File: src/rtl/isqrt_pkg.sv
// Shared definitions for the integer square-root block: FSM encoding, Q-format and width constants.
package isqrt_pkg;

    typedef logic [1:0] state_t;

    localparam state_t ST_IDLE = 2'd0;
    localparam state_t ST_CALC = 2'd1;
    localparam state_t ST_DONE = 2'd2;

    localparam int          Q15     = 15;
    localparam logic [15:0] S16_MAX = 16'h7FFF;
    localparam int          RAD_W   = 48;

endpackage

File: src/rtl/isqrt_step.sv
// One digit-by-digit square-root step: brings in two radicand bits and resolves one root bit.
module isqrt_step
    import isqrt_pkg::*;
#(
    parameter int ROOT_W = 24,
    parameter int REM_W  = ROOT_W + 2
) (
    input  logic [REM_W-1:0]  rem_in,
    input  logic [ROOT_W-1:0] root_in,
    input  logic [1:0]        bits_in,
    output logic [REM_W-1:0]  rem_out,
    output logic [ROOT_W-1:0] root_out
);

    logic [REM_W+1:0] rem_sh;
    logic [REM_W+1:0] trial;

    // NOTE: every output gets a default before the branch so no latch is inferred.
    always_comb begin
        rem_sh   = {rem_in, bits_in};
        trial    = (REM_W+2)'({root_in, 2'b01});
        rem_out  = rem_sh[REM_W-1:0];
        root_out = {root_in[ROOT_W-2:0], 1'b0};
        if (rem_sh >= trial) begin
            rem_out  = REM_W'(rem_sh - trial);
            root_out = {root_in[ROOT_W-2:0], 1'b1};
        end
    end

endmodule

File: src/rtl/isqrt_module.sv
// Iterative integer square root of a Q-format power value; inverts the upstream squaring stage.
// Build option: define ISQRT_ROUND_EN to round the root to nearest instead of truncating.
module isqrt_module
    import isqrt_pkg::*;
#(
    parameter int Q    = Q15,
    parameter int ITER = 24
) (
    input  logic        clk,
    input  logic        rst,
    input  logic [31:0] data_in,
    input  logic        in_valid,
    output logic        in_ready,
    output logic [15:0] data_out,
    output logic        out_valid,
    input  logic        out_ready,
    output logic        sat
);

    localparam int RW = 2 * ITER;
    localparam int CW = $clog2(ITER);
    localparam logic [ITER:0] SAT_LIMIT = (ITER+1)'(S16_MAX);

    state_t          state;
    logic [RW-1:0]   rad;
    logic [ITER-1:0] root;
    logic [ITER-1:0] root_nx;
    logic [ITER+1:0] rem;
    logic [ITER+1:0] rem_nx;
    logic [CW-1:0]   cnt;
    logic [ITER:0]   root_fin;

    isqrt_step #(.ROOT_W(ITER)) u_step (
        .rem_in   (rem),
        .root_in  (root),
        .bits_in  (rad[RW-1 -: 2]),
        .rem_out  (rem_nx),
        .root_out (root_nx)
    );

    // Final root as seen on the last CALC cycle; one extra bit so rounding cannot wrap.
    always_comb begin
        root_fin = {1'b0, root_nx};
`ifdef ISQRT_ROUND_EN
        if (rem_nx > (ITER+2)'(root_nx)) begin
            root_fin = root_fin + (ITER+1)'(1);
        end
`endif
    end

    assign in_ready  = (state == ST_IDLE);
    assign out_valid = (state == ST_DONE);

    // NOTE: sequential state is updated with non-blocking assignments only.
    always_ff @(posedge clk) begin
        if (rst) begin
            state    <= ST_IDLE;
            rad      <= '0;
            root     <= '0;
            rem      <= '0;
            cnt      <= '0;
            data_out <= '0;
            sat      <= 1'b0;
        end else begin
            case (state)
                ST_IDLE: begin
                    if (in_valid) begin
                        root <= '0;
                        rem  <= '0;
                        cnt  <= '0;
                        rad  <= RW'({data_in, {Q{1'b0}}});
                        if (data_in[31]) begin
                            state    <= ST_DONE;
                            data_out <= '0;
                            sat      <= 1'b1;
                        end else begin
                            state <= ST_CALC;
                        end
                    end
                end
                ST_CALC: begin
                    rad  <= rad << 2;
                    root <= root_nx;
                    rem  <= rem_nx;
                    cnt  <= cnt + CW'(1);
                    if (cnt == CW'(ITER - 1)) begin
                        state <= ST_DONE;
                        if (root_fin > SAT_LIMIT) begin
                            data_out <= S16_MAX;
                            sat      <= 1'b1;
                        end else begin
                            data_out <= root_fin[15:0];
                            sat      <= 1'b0;
                        end
                    end
                end
                ST_DONE: begin
                    if (out_ready) begin
                        state <= ST_IDLE;
                    end
                end
                default: state <= ST_IDLE;
            endcase
        end
    end

endmodule

File: config.mk
export PLATFORM = sky130hd
export DESIGN_NAME = isqrt_module
export DESIGN_NICKNAME = d
export VERILOG_FILES = /design/src/rtl/isqrt_pkg.sv /design/src/rtl/isqrt_step.sv /design/src/rtl/isqrt_module.sv
export SDC_FILE = /design/constraint.sdc
export NUM_CORES = 1
export LEC_CHECK = 0
export CAP_MARGIN = 40
export CELL_PAD_IN_SITES_DETAIL_PLACEMENT = 1
export CELL_PAD_IN_SITES_GLOBAL_PLACEMENT = 2
export CORE_MARGIN = 8
export CORE_UTILIZATION = 32
export CTS_CLUSTER_DIAMETER = 30
export DETAILED_ROUTE_END_ITERATION = 8
export GPL_TIMING_DRIVEN = 0
export PLACE_DENSITY_LB_ADDON = 0.1
export SLEW_MARGIN = 5
export SYNTH_ARGS = -nofsm -noshare
export SYNTH_HDL_FRONTEND = slang
export SYNTH_HIERARCHICAL = 1
export SYNTH_SLANG_ARGS = --single-unit
File: constraint.sdc
create_clock -name clk -period 2.9 [get_ports clk]
set_input_delay 0.58 -clock clk [delete_from_list [all_inputs] [get_ports clk]]
set_output_delay 0.58 -clock clk [all_outputs]
set_load 0.05 [all_outputs]
==> impl_metrics.env, run 1 <==
export IMPL_arrival_ns=3.23
export IMPL_status="complete, but fails checks"
export IMPL_via_per_inst=5.09
export IMPL_path_class="flop to flop"
export IMPL_hold_class="flop to flop"
export IMPL_fin_cells=1099
export IMPL_rsz0062_at_grt="true"
export IMPL_cts_hold_buf=0
export IMPL_drive_gt1_share_pct=23.6
export IMPL_drtIter0Drc=180
export IMPL_max_stage_delay_ns=0.55
export IMPL_gp_congestion=0.849
export IMPL_crit_buf_inv=3
export IMPL_cts_buffer_depth=2
export IMPL_finalMaxSlewViolations=0
export IMPL_multi_input_area_um2=3850
export IMPL_avgRoutedWirePerCell_um=17.6
export IMPL_clock_latency_ns=0.36
export IMPL_clock_sinks=107
export IMPL_grt_overflow_total=0
export IMPL_syn_nets=803
export IMPL_ant_nets=0
export IMPL_wirelength_um=19400
export IMPL_die_h_um=155
export IMPL_worst_pin_slew_ns=0.897
export IMPL_fill_cells=2228
export IMPL_fmax_mhz=333
export IMPL_numCtsBuffers=9
export IMPL_synth_cells=740
export IMPL_syn_cell_area_um2=6180
export IMPL_grt_antenna_before_repair=0
export IMPL_place_hpwl_um=14300
export IMPL_critPathTopFamily="simple AND/OR/NAND/NOR gates"
export IMPL_synthFlopType="dfxtp_1"
export IMPL_period_needed_ns=3.00
export IMPL_violations="negative setup slack"
export IMPL_cts_root_buffer="clkbuf_16"
export IMPL_path_cells="inv_1 -> ha_4 -> nand2_4 -> or4_4 -> o31ai_4 -> a211oi_4 -> or2_4 -> clkinv_8 -> buf_12 -> mux2_4 -> a22oi_2 -> nor2_1"
export IMPL_min_period_over_period_pct=104
export IMPL_path_clk_slew_ns=0.09
export IMPL_crit_required_ns=3.13
export IMPL_hold_violations=0
export IMPL_start_util_pct=32.2
export IMPL_hold_path_end="data_out[15]"
export IMPL_ys_types=63
export IMPL_rrSetupSlack_ns=-0.10
export IMPL_cp_end_kind="flop"
export IMPL_r2r_cells=12
export IMPL_cts_tree="built"
export IMPL_seq_area_um2=2170
export IMPL_finalWorstSetupSlack_ns=-0.105
export IMPL_setup_viol=21
export IMPL_synthArstFlopShare_pct=0
export IMPL_io_buffers=54
export IMPL_worstReg2RegEnd="rem[6]"
export IMPL_holdPathStages=1
export IMPL_n_antenna_cell=0
export IMPL_grt_pass1_wl_um=31400
export IMPL_track_usage_pct=16.3
export IMPL_dp_cells=1060
export IMPL_dieArea_um2=24000
export IMPL_fin_nets=892
export IMPL_die_x_um=155
export IMPL_hold_slack_ns=0.468
export IMPL_boundaryPins=55
export IMPL_syn2layout_area_growth_pct=30.0
export IMPL_crit_path_start_kind="flop"
export IMPL_yosys_warnings=6
export IMPL_ys_ff_latch=107
export IMPL_synth_edf_count=0
export IMPL_finClkSkew_ns=0.0145
export IMPL_slew_headroom_pct=40.2
export IMPL_core_area_um2=19200
export IMPL_maxCapViolCount=0
export IMPL_vias=5596
export IMPL_grt_pass1_vias=5952
export IMPL_synth_seq_area_share_pct=34.7
export IMPL_cp_max_fo=6
export IMPL_rows=51
export IMPL_drc=0
export IMPL_utilization_pct=41.8
export IMPL_firstDrtPassIters=4
export IMPL_avgSynthCellArea_um2=8.35
export IMPL_min_from="data_out[15]"
export IMPL_grt_max_degree=20
export IMPL_h_tree_depth=3
export IMPL_worst_path_max_delay_cell="or4_4"
export IMPL_reg2reg_from="root[16]"
==> placed cells by master, fill, tap and decap left out, types with 19 or more instances in the layout <==
cell type          n
nand2_1           77
a21oi_1           25
a22oi_1           35
a22oi_2           19
clkbuf_1          22
clkdlybuf4s50_1   54
buf_4             43
nor2_1           131
dfxtp_1           88
inv_1             38
a311oi_1          32
mux2_4            20
==> layer usage <==
metal	part of all wire, %	GRT usage (%)
met4	1.8	4.85
met2	49	28.5
met5	0	0
met3	2.5	2.58
met1	47	20.1
==> state kept, by name, summed over array words and instances, names as in the netlist <==
register and flops:
sat 1, root 24, state 2, rad 33
rem 26, data_out 16, cnt 5
==> layout make-up <==
| cell class | count | area share (%) |
|---|---|---|
| Multi-Input combinational cell | 523 | 48.0 |
| Sequential cell | 107 | 27.0 |
| Timing Repair Buffer | 79 | 9.68 |
| Buffer | 68 | 5.42 |
| Tap cell | 265 | 4.13 |
| Clock buffer | 10 | 2.98 |
| Inverter | 41 | 2.07 |
| Clock inverter | 6 | 0.717 |
==> what timing repair did <==
action                     4_1_cts  5_1_grt
gates cloned                     1        1
buffers inserted                14        8
setup endpoints to repair       28       28
pin swaps                       11       18
resized for setup               50       46
==> worst register-to-register path, delay by kind of cell, from the launching register on <==
family,cells,cell delay [ns]
and+or+nand+nor,4,0.95
AOI/OAI and AO/OA,3,0.64
buffers and inverters,3,0.30
muxes,1,0.31
adders and majority gates,1,0.31
DFF,1,0.37
==> synthesized netlist by cell type (all sizes together) (2+ instances only) <==
cell type / count / area share, %
nor2: 133 / 8.2
dfxtp: 107 / 35
nand2: 80 / 4.9
a22oi: 54 / 6.6
buf: 45 / 5.2
inv: 41 / 2.5
a311oi: 32 / 4.5
a21oi: 27 / 2.2
ha: 27 / 5.5
clkbuf: 24 / 1.5
mux2: 21 / 4.8
o21ai: 16 / 1.3
o2bb2ai: 16 / 3.3
a21o: 13 / 1.6
xnor2: 11 / 1.6
xor2: 9 / 1.3
a211oi: 8 / 1.1
nand3: 8 / 0.65
nor3: 6 / 0.49
or3: 5 / 0.51
nand4: 4 / 0.40
o21bai: 4 / 0.49
and2: 3 / 0.30
mux2i: 3 / 0.49
nand2b: 3 / 0.30
nor2b: 3 / 0.43
o211ai: 3 / 0.36
o21a: 3 / 0.36
o31ai: 3 / 0.45
or2: 3 / 0.34
a2111oi: 2 / 0.59
a211o: 2 / 0.28
a31oi: 2 / 0.20
nand3b: 2 / 0.24
o22ai: 2 / 0.20
o31a: 2 / 0.43
==> cells by family after synthesis <==
group	Yosys count	share of synthesized area, %
AOI/OAI and AO/OA	195	24.9
xor gates and xnor gates	20	2.84
adders and majority gates	27	5.47
buffers and inverters	110	9.21
DFF	107	34.7
muxes	24	5.29
and+or+nand+nor	257	17.6
==> metrics by stage <==
stage	TNS (ns)	cell area [um^2]	setup slack, ns
after floorplan	0	6210	0.00227
after global placement	-9.88	7080	-0.565
after detailed placement	-10.91	7080	-0.561
after CTS	-2.96	7770	-0.152
after global routing	-4.16	8030	-0.234
final	-1.53	8030	-0.105
==> worst max-delay path by stage <==
stage / start / end / depth (start not counted)
after floorplan: root[17] / rem[6] / 13
after global placement: root[4] / rem[25] / 11
after detailed placement: root[4] / rem[25] / 11
after CTS: root[0] / rem[21] / 13
after global routing: root[16] / rem[5] / 12
final: root[16] / rem[6] / 12
Power of run 1 is not shown: default switching activity piles up to over one toggle a cycle in this logic, so the estimate is an artifact.
==> run 2: changes to the inputs <==
Settings changed: CORE_UTILIZATION 32 to 35, DONT_BUFFER_PORTS set to 1.
==> run 2 against run 1 <==
Against the previous run: the run still ends with negative setup slack left; final cell count decreased by 8.3%; clock skew decreased by 0.0070 ns; global-route usage increased by 1.3 points; first-iteration DRC count decreased by 8.9%.
==> impl_metrics.env, run 2 (synthesized netlist as in run 1, its figures left out) <==
export IMPL_track_usage_pct=17.6
export IMPL_drc=0
export IMPL_cp_end_kind="flop"
export IMPL_gp_congestion=0.773
export IMPL_crit_path_start_kind="flop"
export IMPL_status="complete, but fails checks"
export IMPL_syn2layout_area_growth_pct=22.5
export IMPL_gr_usage_met1_pct=21.2
export IMPL_period_needed_ns=3.02
export IMPL_top_regs="rad x33, rem x26, root x24"
export IMPL_path_class="flop to flop"
export IMPL_wirelength_um=19500
export IMPL_grt_max_degree=17
export IMPL_ant_nets=0
export IMPL_finalMaxSlewViolations=0
export IMPL_boundaryPins=55
export IMPL_setup_viol=22
export IMPL_cp_max_fo=6
export IMPL_cts_tree="built"
export IMPL_vias=5458
export IMPL_h_tree_depth=3
export IMPL_hold_class="input port to flop"
export IMPL_place_ws_ns=-0.597
export IMPL_core_area_um2=17300
export IMPL_fill_cells=2009
export IMPL_largest_reg_flops=33
export IMPL_n_antenna_cell=0
export IMPL_avgRoutedWirePerCell_um=19.3
export IMPL_clock_latency_ns=0.35
export IMPL_grt_pass1_vias=5947
export IMPL_postPlaceCellArea_um2=6510
export IMPL_rsz0062_at_grt="true"
export IMPL_finClkSkew_ns=0.00754
export IMPL_maxCapViolCount=0
export IMPL_cts_hold_buf=0
export IMPL_slew_headroom_pct=43.2
export IMPL_fin_nets=841
export IMPL_met3_usage_pct=4.04
export IMPL_grt_use_met2_pct=30.6
export IMPL_grt_pass1_wl_um=31200
export IMPL_numCtsBuffers=9
export IMPL_crit_required_ns=3.12
export IMPL_clock_sinks=107
export IMPL_place_hpwl_um=14300
export IMPL_worst_pin_slew_ns=0.852
export IMPL_cts_buffer_depth=2
export IMPL_rows=48
export IMPL_die_h_um=149
export IMPL_min_period_over_period_pct=104
export IMPL_finish_instance_area_um2=7570
export IMPL_finalWorstSetupSlack_ns=-0.120
export IMPL_io_buffers=0
export IMPL_path_clk_slew_ns=0.07
export IMPL_die_x_um=149
export IMPL_dieArea_um2=22200
export IMPL_fin_setup_tns_ns=-1.91
export IMPL_cts_root_buffer="clkbuf_16"
export IMPL_firstDrtPassIters=4
export IMPL_violations="negative setup slack"
export IMPL_grt_antenna_before_repair=0
export IMPL_regMostFlops="rad"
export IMPL_drive_gt1_share_pct=27.5
export IMPL_fmax_mhz=331
export IMPL_drtIter0Drc=164
export IMPL_grt_overflow_total=0
export IMPL_hold_violations=0
export IMPL_start_util_pct=35.7
export IMPL_grt_busiest_layer="met2"
export IMPL_final_cell_mix="nor2_1, dfxtp_1, nand2_1"
export IMPL_arrival_ns=3.24
export IMPL_final_common_cell="nor2_1"
export IMPL_via_per_inst=5.41
run 2: changes by cell type in the layout (fill, tap and decap cells not counted), moves of 3 or more:
cell             before  now
a21oi_1              25   22
inv_2                 2    5
buf_4                43   46
clkdlybuf4s50_1      54    0
inv_1                38   35
ha_4                 14   18
a21oi_2               2    5
ha_1                 12    8
run 2: area by class of cell:
class	count	area (um^2)	area share, %
multi-input combinational	523	3950	52.2
sequential	107	2170	28.6
buffer	67	422	5.57
tap	225	282	3.72
timing repair buffer	29	268	3.54
clock buffer	12	267	3.52
inverter	41	166	2.20
clock inverter	4	47.5	0.628
run 2: timing repair:
item                       CTS  global route
pin swaps                   17            26
buffers inserted            17             8
setup endpoints to repair   28            28
gates resized for setup     71            49
gates cloned                 1             1
run 2: critical path: stages (launching register included):
cell and delay, ns:
dfxtp_2 0.34, inv_2 0.06, ha_4 0.25, buf_6 0.12, nand2_4 0.05, or4_4 0.56, o31ai_4 0.35, a211oi_4 0.12
or2_4 0.28, clkinv_8 0.09, buf_12 0.13, mux2_4 0.31, a22oi_2 0.16, nor2_1 0.06
run 2: path summary, 6_finish.rpt:
path	start	endpoint	slack, ns	cells past startpoint
max	root[17]	rem[17]	-0.12	13
min	data_in[1]	rad[16]	0.38	2
max reg2reg	root[17]	rem[17]	-0.12	13
min reg2reg	rad[43]	rad[45]	0.49	2
run 2: layer usage:
metal	share of wire, %	wire [um]	vias up
li1	-	-	2666
met1	46	8930	2705
met2	48	9440	70
met3	4.5	868	17
met4	1.2	240	0
met5	0	0	-
run 2: through the flow:
step,util [%],std cells,hold WS [ns]
finish,43.8,1008,0.377
global route,43.8,1008,0.379
CTS,42.0,1000,0.366
detailed placement,37.6,968,0.477
global placement,37.5,965,0.462
floorplan,-,740,0.448
Power of run 2 is left out for the same reason.
==> run 3: changes to the inputs <==
Settings changed: CAP_MARGIN 40 to unset, GPL_TIMING_DRIVEN 0 to unset.
==> run 3 against run 2 <==
Against the previous run: the run still ends with negative setup slack left; setup slack better by 0.059 ns; first-iteration DRC count rose by 56%; register-to-register slack better by 0.06 ns; critical path type unchanged; via count fell by 0.46%; wire length fell by 2.6%; non-clock buffer count is 1 lower; critical endpoint is now rem[15]; critical path depth down 1; highest routed layer unchanged; sequential cell count stayed put; sequential share of layout area up 0.17 points.
==> impl_metrics.env, run 3 (synthesized netlist as in run 1, its figures left out) <==
export IMPL_regMostFlops="rad"
export IMPL_slew_headroom_pct=36.5
export IMPL_rows=48
export IMPL_via_per_inst=5.38
export IMPL_finalMaxSlewViolations=0
export IMPL_violations="negative setup slack"
export IMPL_path_clk_slew_ns=0.08
export IMPL_worst_pin_slew_ns=0.948
export IMPL_finalWorstSetupSlack_ns=-0.0619
export IMPL_die_h_um=149
export IMPL_track_usage_pct=17.0
export IMPL_hold_class="input port to flop"
export IMPL_fin_cells=1009
export IMPL_period_needed_ns=2.96
export IMPL_cts_tree="built"
export IMPL_crit_required_ns=3.15
export IMPL_syn2layout_area_growth_pct=21.0
export IMPL_holdPathStages=1
export IMPL_cts_hold_buf=0
export IMPL_final_cell_mix="nor2_1, dfxtp_1, buf_4"
export IMPL_die_x_um=149
export IMPL_clock_latency_ns=0.36
export IMPL_h_tree_depth=3
export IMPL_avgRoutedWirePerCell_um=18.8
export IMPL_wirelength_um=19000
export IMPL_finClkSkew_ns=0.0105
export IMPL_multi_input_area_um2=3800
export IMPL_dp_cells=981
export IMPL_status="complete, but fails checks"
export IMPL_fmax_mhz=338
export IMPL_grt_antenna_before_repair=0
export IMPL_cts_root_buffer="clkbuf_16"
export IMPL_grt_overflow_total=0
export IMPL_r2r_cells=12
export IMPL_io_buffers=0
export IMPL_path_class="flop to flop"
export IMPL_place_hpwl_um=12800
export IMPL_clock_sinks=107
export IMPL_gp_congestion=0.834
export IMPL_core_area_um2=17300
export IMPL_vias=5433
export IMPL_maxCapViolCount=0
export IMPL_drtIter0Drc=256
export IMPL_crit_path_start_kind="flop"
export IMPL_seq_area_um2=2150
export IMPL_grt_max_degree=94
export IMPL_dieArea_um2=22200
export IMPL_numCtsBuffers=9
export IMPL_drc=0
export IMPL_min_period_over_period_pct=102
export IMPL_hold_violations=0
export IMPL_cp_end_kind="flop"
export IMPL_drive_gt1_share_pct=26.5
export IMPL_largest_reg_flops=33
export IMPL_start_util_pct=35.7
export IMPL_cts_buffer_depth=2
export IMPL_cp_max_fo=12
export IMPL_grt_pass1_vias=5755
export IMPL_arrival_ns=3.22
export IMPL_grt_pass1_wl_um=30300
export IMPL_top_regs="rad x33, rem x26, root x24"
export IMPL_final_common_cell="nor2_1"
export IMPL_firstDrtPassIters=4
export IMPL_setup_viol=20
export IMPL_place_ws_ns=-0.183
export IMPL_boundaryPins=55
export IMPL_n_antenna_cell=0
export IMPL_rsz0062_at_grt="true"
export IMPL_ant_nets=0
export IMPL_fill_cells=2031
export IMPL_fin_nets=842
## run 3: cell count changes in the layout (fill, tap and decap cells not counted), sizes merged
| cell | change |
|---|---|
| clkinv | -2 |
| buf | +23 |
| inv | +5 |
| clkbuf | -24 |
| clkinvlp | -1 |
## run 3: layer usage
layer	wire (um)	global-route usage, %	part of all wire (%)	up-vias
li1	-	-	-	2667
met1	9000	21.3	47	2664
met2	8850	28.3	47	86
met3	943	4.85	5.0	16
met4	185	3.79	0.97	0
met5	0	0	0	-
## run 3: through the flow
| stage | TNS [ns] | area [um^2] | hold slack (ns) | utilization (%) |
|---|---|---|---|---|
| after floorplan | 0 | 6210 | 0.448 | - |
| after global placement | -1.51 | 6750 | 0.455 | 39.0 |
| after detailed placement | -3.06 | 6750 | 0.466 | 39.0 |
| after CTS | -0.0813 | 7140 | 0.275 | 41.3 |
| after global routing | -2.70 | 7470 | 0.273 | 43.2 |
| final | -0.710 | 7470 | 0.290 | 43.2 |
## run 3: worst max-delay path, stage by stage, from the launching register on
cell and delay (ns):
dfxtp_2 0.34, inv_2 0.04, ha_4 0.22, nor2b_4 0.13, o31a_4 0.31, a2111oi_4 0.44, o31ai_4 0.13, a211oi_2 0.29
or2_4 0.30, inv_8 0.11, mux2_4 0.31, a22oi_1 0.17, nor2_1 0.06
## run 3: path summary, 6_finish.rpt
check	startpoint	end	slack [ns]
max	root[0]	rem[15]	-0.06
min	rst	rad[41]	0.29
max reg2reg	root[0]	rem[15]	-0.06
min reg2reg	rad[42]	rad[44]	0.48
## run 3: final cells by class
class	count	area share, %
inverter	41	2.23
tap	225	3.77
multi-input combinational	523	50.9
sequential	107	28.8
timing repair inverter	2	0.268
timing repair buffer	95	9.76
clock inverter	4	0.887
clock buffer	12	3.43
## run 3: repair_timing
item | in CTS | in global routing
buffers inserted | 2 | 8
endpoints found under the setup margin | 23 | 25
gates cloned | 1 | 1
pin swaps | 1 | 16
gates resized for setup | 11 | 47
Power of run 3 is left out for the same reason.
==> variant 1: new RTL, settings of run 3 <==
The option `ISQRT_ROUND_EN` is turned on by a define.
--- a/src/rtl/isqrt_module.sv
+++ b/src/rtl/isqrt_module.sv
@@ -1,5 +1,7 @@
 // Iterative integer square root of a Q-format power value; inverts the upstream squaring stage.
 // Build option: define ISQRT_ROUND_EN to round the root to nearest instead of truncating.
+`define ISQRT_ROUND_EN
+
 module isqrt_module
     import isqrt_pkg::*;
 #(
Check against the original RTL: same outputs for any inputs over 10 cycles, from zero or initial values and one cycle with rst high; that may be too few to reach the edited logic, so the function may still have changed.
==> variant 1 against run 3 <==
- utilization is 4.5 points higher
- synthesized cell count is 24% higher
- the run still ends with negative setup slack left
- synthesized area is 19% higher
- routed wire length is 35% higher
- sequential cell count stayed put
- die area is 17% higher
- clock skew hardly changed
- final area is 33% higher
- worst setup slack worse by 2.0 ns
- via count is 34% higher
Power is left out: the tool's default activity adds up to more than one toggle a clock period on the data nets, which glitch-free logic cannot reach.
==> variant 1: results (changes against run 3) <==
Worst setup path
  – R2R depth: 23 (+11)
  – WP data arrival: 5.25 ns (+2.03 ns)
  – R2R Path Start: root[0]
  – Slowest-stage cell, CP: a2111oi_4
  – Critical Path Max Stage Delay: 0.40 ns (-0.04 ns)
  – CP endpoint: data_out[6]
  – Crit-path max FO: 8 (-4)
  – CP Launch Type: flip-flop

Cells and area
  – Layout cells sized above 1: 34.9% (+8.4 points)
  – Antenna Cells: 0 (unchanged)
  – Final #Nets: 1148 (+36%)
  – Biggest regs: rad: 33 flops, rem: 26 flops, root: 24 flops

Synthesis
  – Mux cell area share after synthesis: 4.89% (-0.40 points)
  – Async S/R FF share, synth: 0% (unchanged)
  – Post-synth EDFFs: 0 (unchanged)
  – Compound-gate portion of the synthesized area: 24.5% (-0.47 points)
  – Unique masters post-synth: 70 (+11%)
  – Post-synthesis xor/xnor area fraction: 4.17% (+1.3 points)
  – Most instantiated cells after synthesis: nor2_1 (123), dfxtp_1 (107), nand2_1 (107)
  – Net Count, Synth: 1009 (+26%)
  – Sequential cell area fraction in the yosys report: 29.1% (-5.5 points)
  – Ys flop type: dfxtp_1
  – Largest cells by area after synthesis: dfxtp_1 (29%), ha_1 (8.9%), nor2_1 (6.3%)
  – Adder-Cell Fraction of Synth Area: 8.85% (+3.4 points)
  – Synthesis Warnings: 6 (unchanged)

Worst hold path
  – Worst hold endpoint: state[1]
  – Hold depth: 1 (unchanged)
  – Hold_sp: rst
  – HP Class: in -> reg

Placed design
  – GP Congestion: 0.867 (+4.0%)
  – IO buf count: 0 (unchanged)
  – Placement Cell Area: 8770 µm² (+30%)
  – DP HPWL: 18800 µm (+47%)

GRT
  – Largest net degree at the start of global routing: 94 (unchanged)
  – GRT Util Overall: 19.6% (+2.6 points)
  – Vias in the first global route: 7896 (+37%)
  – First-pass GRT wire length: 41500 µm (+37%)
  – Antenna violations before repair: 0 (unchanged)

Clocking
  – Largest buffer count on any clock path: 2 (unchanged)
  – H-tree levels: 3 (unchanged)
  – Root buffer cell: clkbuf_16
  – TritonCTS Buffers: 9 (unchanged)
  – Worst-skew pair later-pin latency: 0.36 ns (about the same)
  – Clk slew on worst S/H paths: 0.08 ns (about the same)

Timing
  – WHS: 0.294 ns (+0.00350 ns)
  – # setup viols final: 35 (+75%)
  – Final Worst Setup Slack: -2.11 ns (-2.05 ns)
  – Worst slew pin tran: 0.968 ns (+0.0200 ns)
  – Worst clock skew: 0.0104 ns (-0.000120 ns)

Run status
  – Failing checks: negative setup slack
  – Run status: finished, violations left

Drt
  – Via density per instance: 5.41 (+0.55%)
  – TritonRoute pass-1 iters: 4 (unchanged)
  – Post-DR wirelength/cell: 19.1 µm (+1.7%)
  – Iteration-0 DRC Markers: 277 (+8.2%)
==> variant 1: routing by layer <==
layer,GRT usage (%),part of all wire [%],up-vias
met5,0,0,-
met1,23.6,44,3600
li1,-,-,3532
met2,35.3,51,83
met4,5.98,2.2,0
met3,2.61,2.1,40
==> variant 1: cell type report <==
class / instances / area, µm²
repair buffers: 201 / 1640
multi-input cells: 674 / 5240
inverters: 66 / 260
clock inverters: 6 / 56.3
repair inverters: 1 / 8.76
flip-flops and latches: 107 / 2160
well taps: 275 / 344
clock buffers: 10 / 229
fillers: 2475 / 10900
==> variant 1: stage by stage <==
| stage | cells | setup slack (ns) | TNS [ns] | util, % |
|---|---|---|---|---|
| floorplan | 921 | -2.01 | -31.46 | - |
| global placement | 1295 | -2.28 | -39.76 | 42.1 |
| detailed placement | 1295 | -2.45 | -44.24 | 42.1 |
| CTS | 1328 | -2.14 | -35.00 | 46.0 |
| global route | 1340 | -2.28 | -40.16 | 47.7 |
| finish | 1340 | -2.11 | -35.67 | 47.7 |
==> variant 1: timing repair <==
| action | in CTS | in global routing |
|---|---|---|
| hold buffers | 0 | 0 |
| cloned | 2 | 0 |
| setup buffers | 15 | 15 |
| setup endpoints to repair | 40 | 42 |
| gates resized for setup | 78 | 61 |
| pin swaps | 12 | 29 |
==> variant 1: critical path: cells and delay by family, from the launching register on <==
kind / cells / cell delay (ns)
AO/OA/AOI/OAI: 6 / 1.41
adder cells (fa/ha/maj): 2 / 0.50
buffers and inverters: 6 / 0.73
flip-flops: 1 / 0.34
multiplexers: 2 / 0.50
AND/OR/NAND/NOR: 7 / 1.39
==> variant 1: cells by family after synthesis <==
family | count (synthesis)
AOI/OAI and AO/OA | 240
xor gates and xnor gates | 35
adders and majority gates | 52
buffers and inverters | 140
DFF | 107
muxes | 27
and+or+nand+nor | 320
==> variant 2: new RTL, settings of run 3 <==
Without the edit above. Reset style: asynchronous (`rst`), changed in one clocked block.
--- a/src/rtl/isqrt_module.sv
+++ b/src/rtl/isqrt_module.sv
@@ -52,7 +52,7 @@
     assign out_valid = (state == ST_DONE);
 
     // NOTE: sequential state is updated with non-blocking assignments only.
-    always_ff @(posedge clk) begin
+    always_ff @(posedge clk or posedge rst) begin
         if (rst) begin
             state    <= ST_IDLE;
             rad      <= '0;
Formal check against the unedited RTL: differs if rst is asserted again (counterexample within 4 cycles, from zero or initial values and one cycle with rst high); with rst held inactive, the same outputs for 10 cycles.
==> variant 2 against run 3 <==
- the run still ends with negative setup slack left
- die area grew 4.7%
- final area grew 3.3%
- worst setup slack gained 0.016 ns
- sequential cell count is the same
- worst hold slack lost 0.044 ns
- sequential share of layout area grew 5.9 points
- utilization shrank 1.4 points
- synthesized area grew 5.3%
- clock skew grew 0.0057 ns
- routed wire length shrank 3.6%
==> variant 2: results (changes against run 3) <==
Cells and area
  – Footprint of the multi-input gates: 3490 µm² (-8.2%)
  – # fillers: 2049 (+0.89%)
  – Layout cells sized above 1: 24.5% (-2.1 points)
  – Signal buf overhead: 9.68% (-0.082 points)
  – # clk buffers: 9 (-3)
  – Register area: 2680 µm² (+24%)
  – Multi-input combinational cell count: 450 (-14%)

GRT
  – Largest net degree at the start of global routing: 90 (-4.3%)
  – First-pass GRT wire length: 30100 µm (-0.82%)
  – Vias in the first global route: 5570 (-3.2%)
  – GR Util met1: 19.5% (-1.8 points)
  – GRT met3 Usage: 4.48% (-0.37 points)

Synthesis
  – Most instantiated cells after synthesis: dfrtp_1 (107), nand2_1 (68), o21ai_0 (52)
  – Adder-Cell Fraction of Synth Area: 5.19% (-0.28 points)
  – Async S/R FF share, synth: 100% (+100 points)
  – Net Count, Synth: 722 (-10%)
  – Unique masters post-synth: 65 (+3.2%)

Drt
  – Highest routed layer: met5
  – Iteration-0 DRC Markers: 139 (-46%)
  – Vias: 5001 (-8.0%)
  – Routed wl met3: 887 µm (-5.9%)

Clocking
  – Resized cells post-CTS: 12 (+1)
  – # Post-CTS Setup Buffers: 3 (+1)

Timing
  – # setup viols final: 11 (-45%)
  – Final Worst Setup Slack: -0.0456 ns (+0.0162 ns)

Worst setup path
  – Reg2reg end: rem[21]
  – Reg-to-reg slack, setup: -0.05 ns (+0.02 ns)
  – R2R depth: 10 (-2)

Worst hold path
  – HP Class: in -> async

Run status
  – Run status: finished, violations left
  – Failing checks: negative setup slack

Placed design
  – Placement Cell Area: 7190 µm² (+6.6%)
  – GP Congestion: 0.813 (-2.5%)
-- variant 2: cell count changes after synthesis, sizes merged, moves of 32 or more --
cell / delta
a22oi: -38
dfxtp: -107
o21ai: +36
nor2: -110
a22o: +52
a311oi: -32
dfrtp: +107
-- variant 2: worst max-delay path, delay by kind of cell, from the launching register on --
kind                     cells  cell delay, ns
AO/OA/AOI/OAI                5            1.34
flip-flops                   1            0.42
AND/OR/NAND/NOR              2            0.41
multiplexers                 1            0.32
adder cells (fa/ha/maj)      1            0.26
buffers and inverters        1            0.08
-- variant 2: through the flow --
step                instances  util (%)  hold WS [ns]  TNS, ns
floorplan                 659         -         0.449        0
global placement          923      39.0         0.463    -2.30
detailed placement        923      39.0         0.471    -4.21
CTS                       944      41.3         0.280   -0.859
global route              945      41.8         0.310    -1.72
finish                    945      41.8         0.247   -0.298
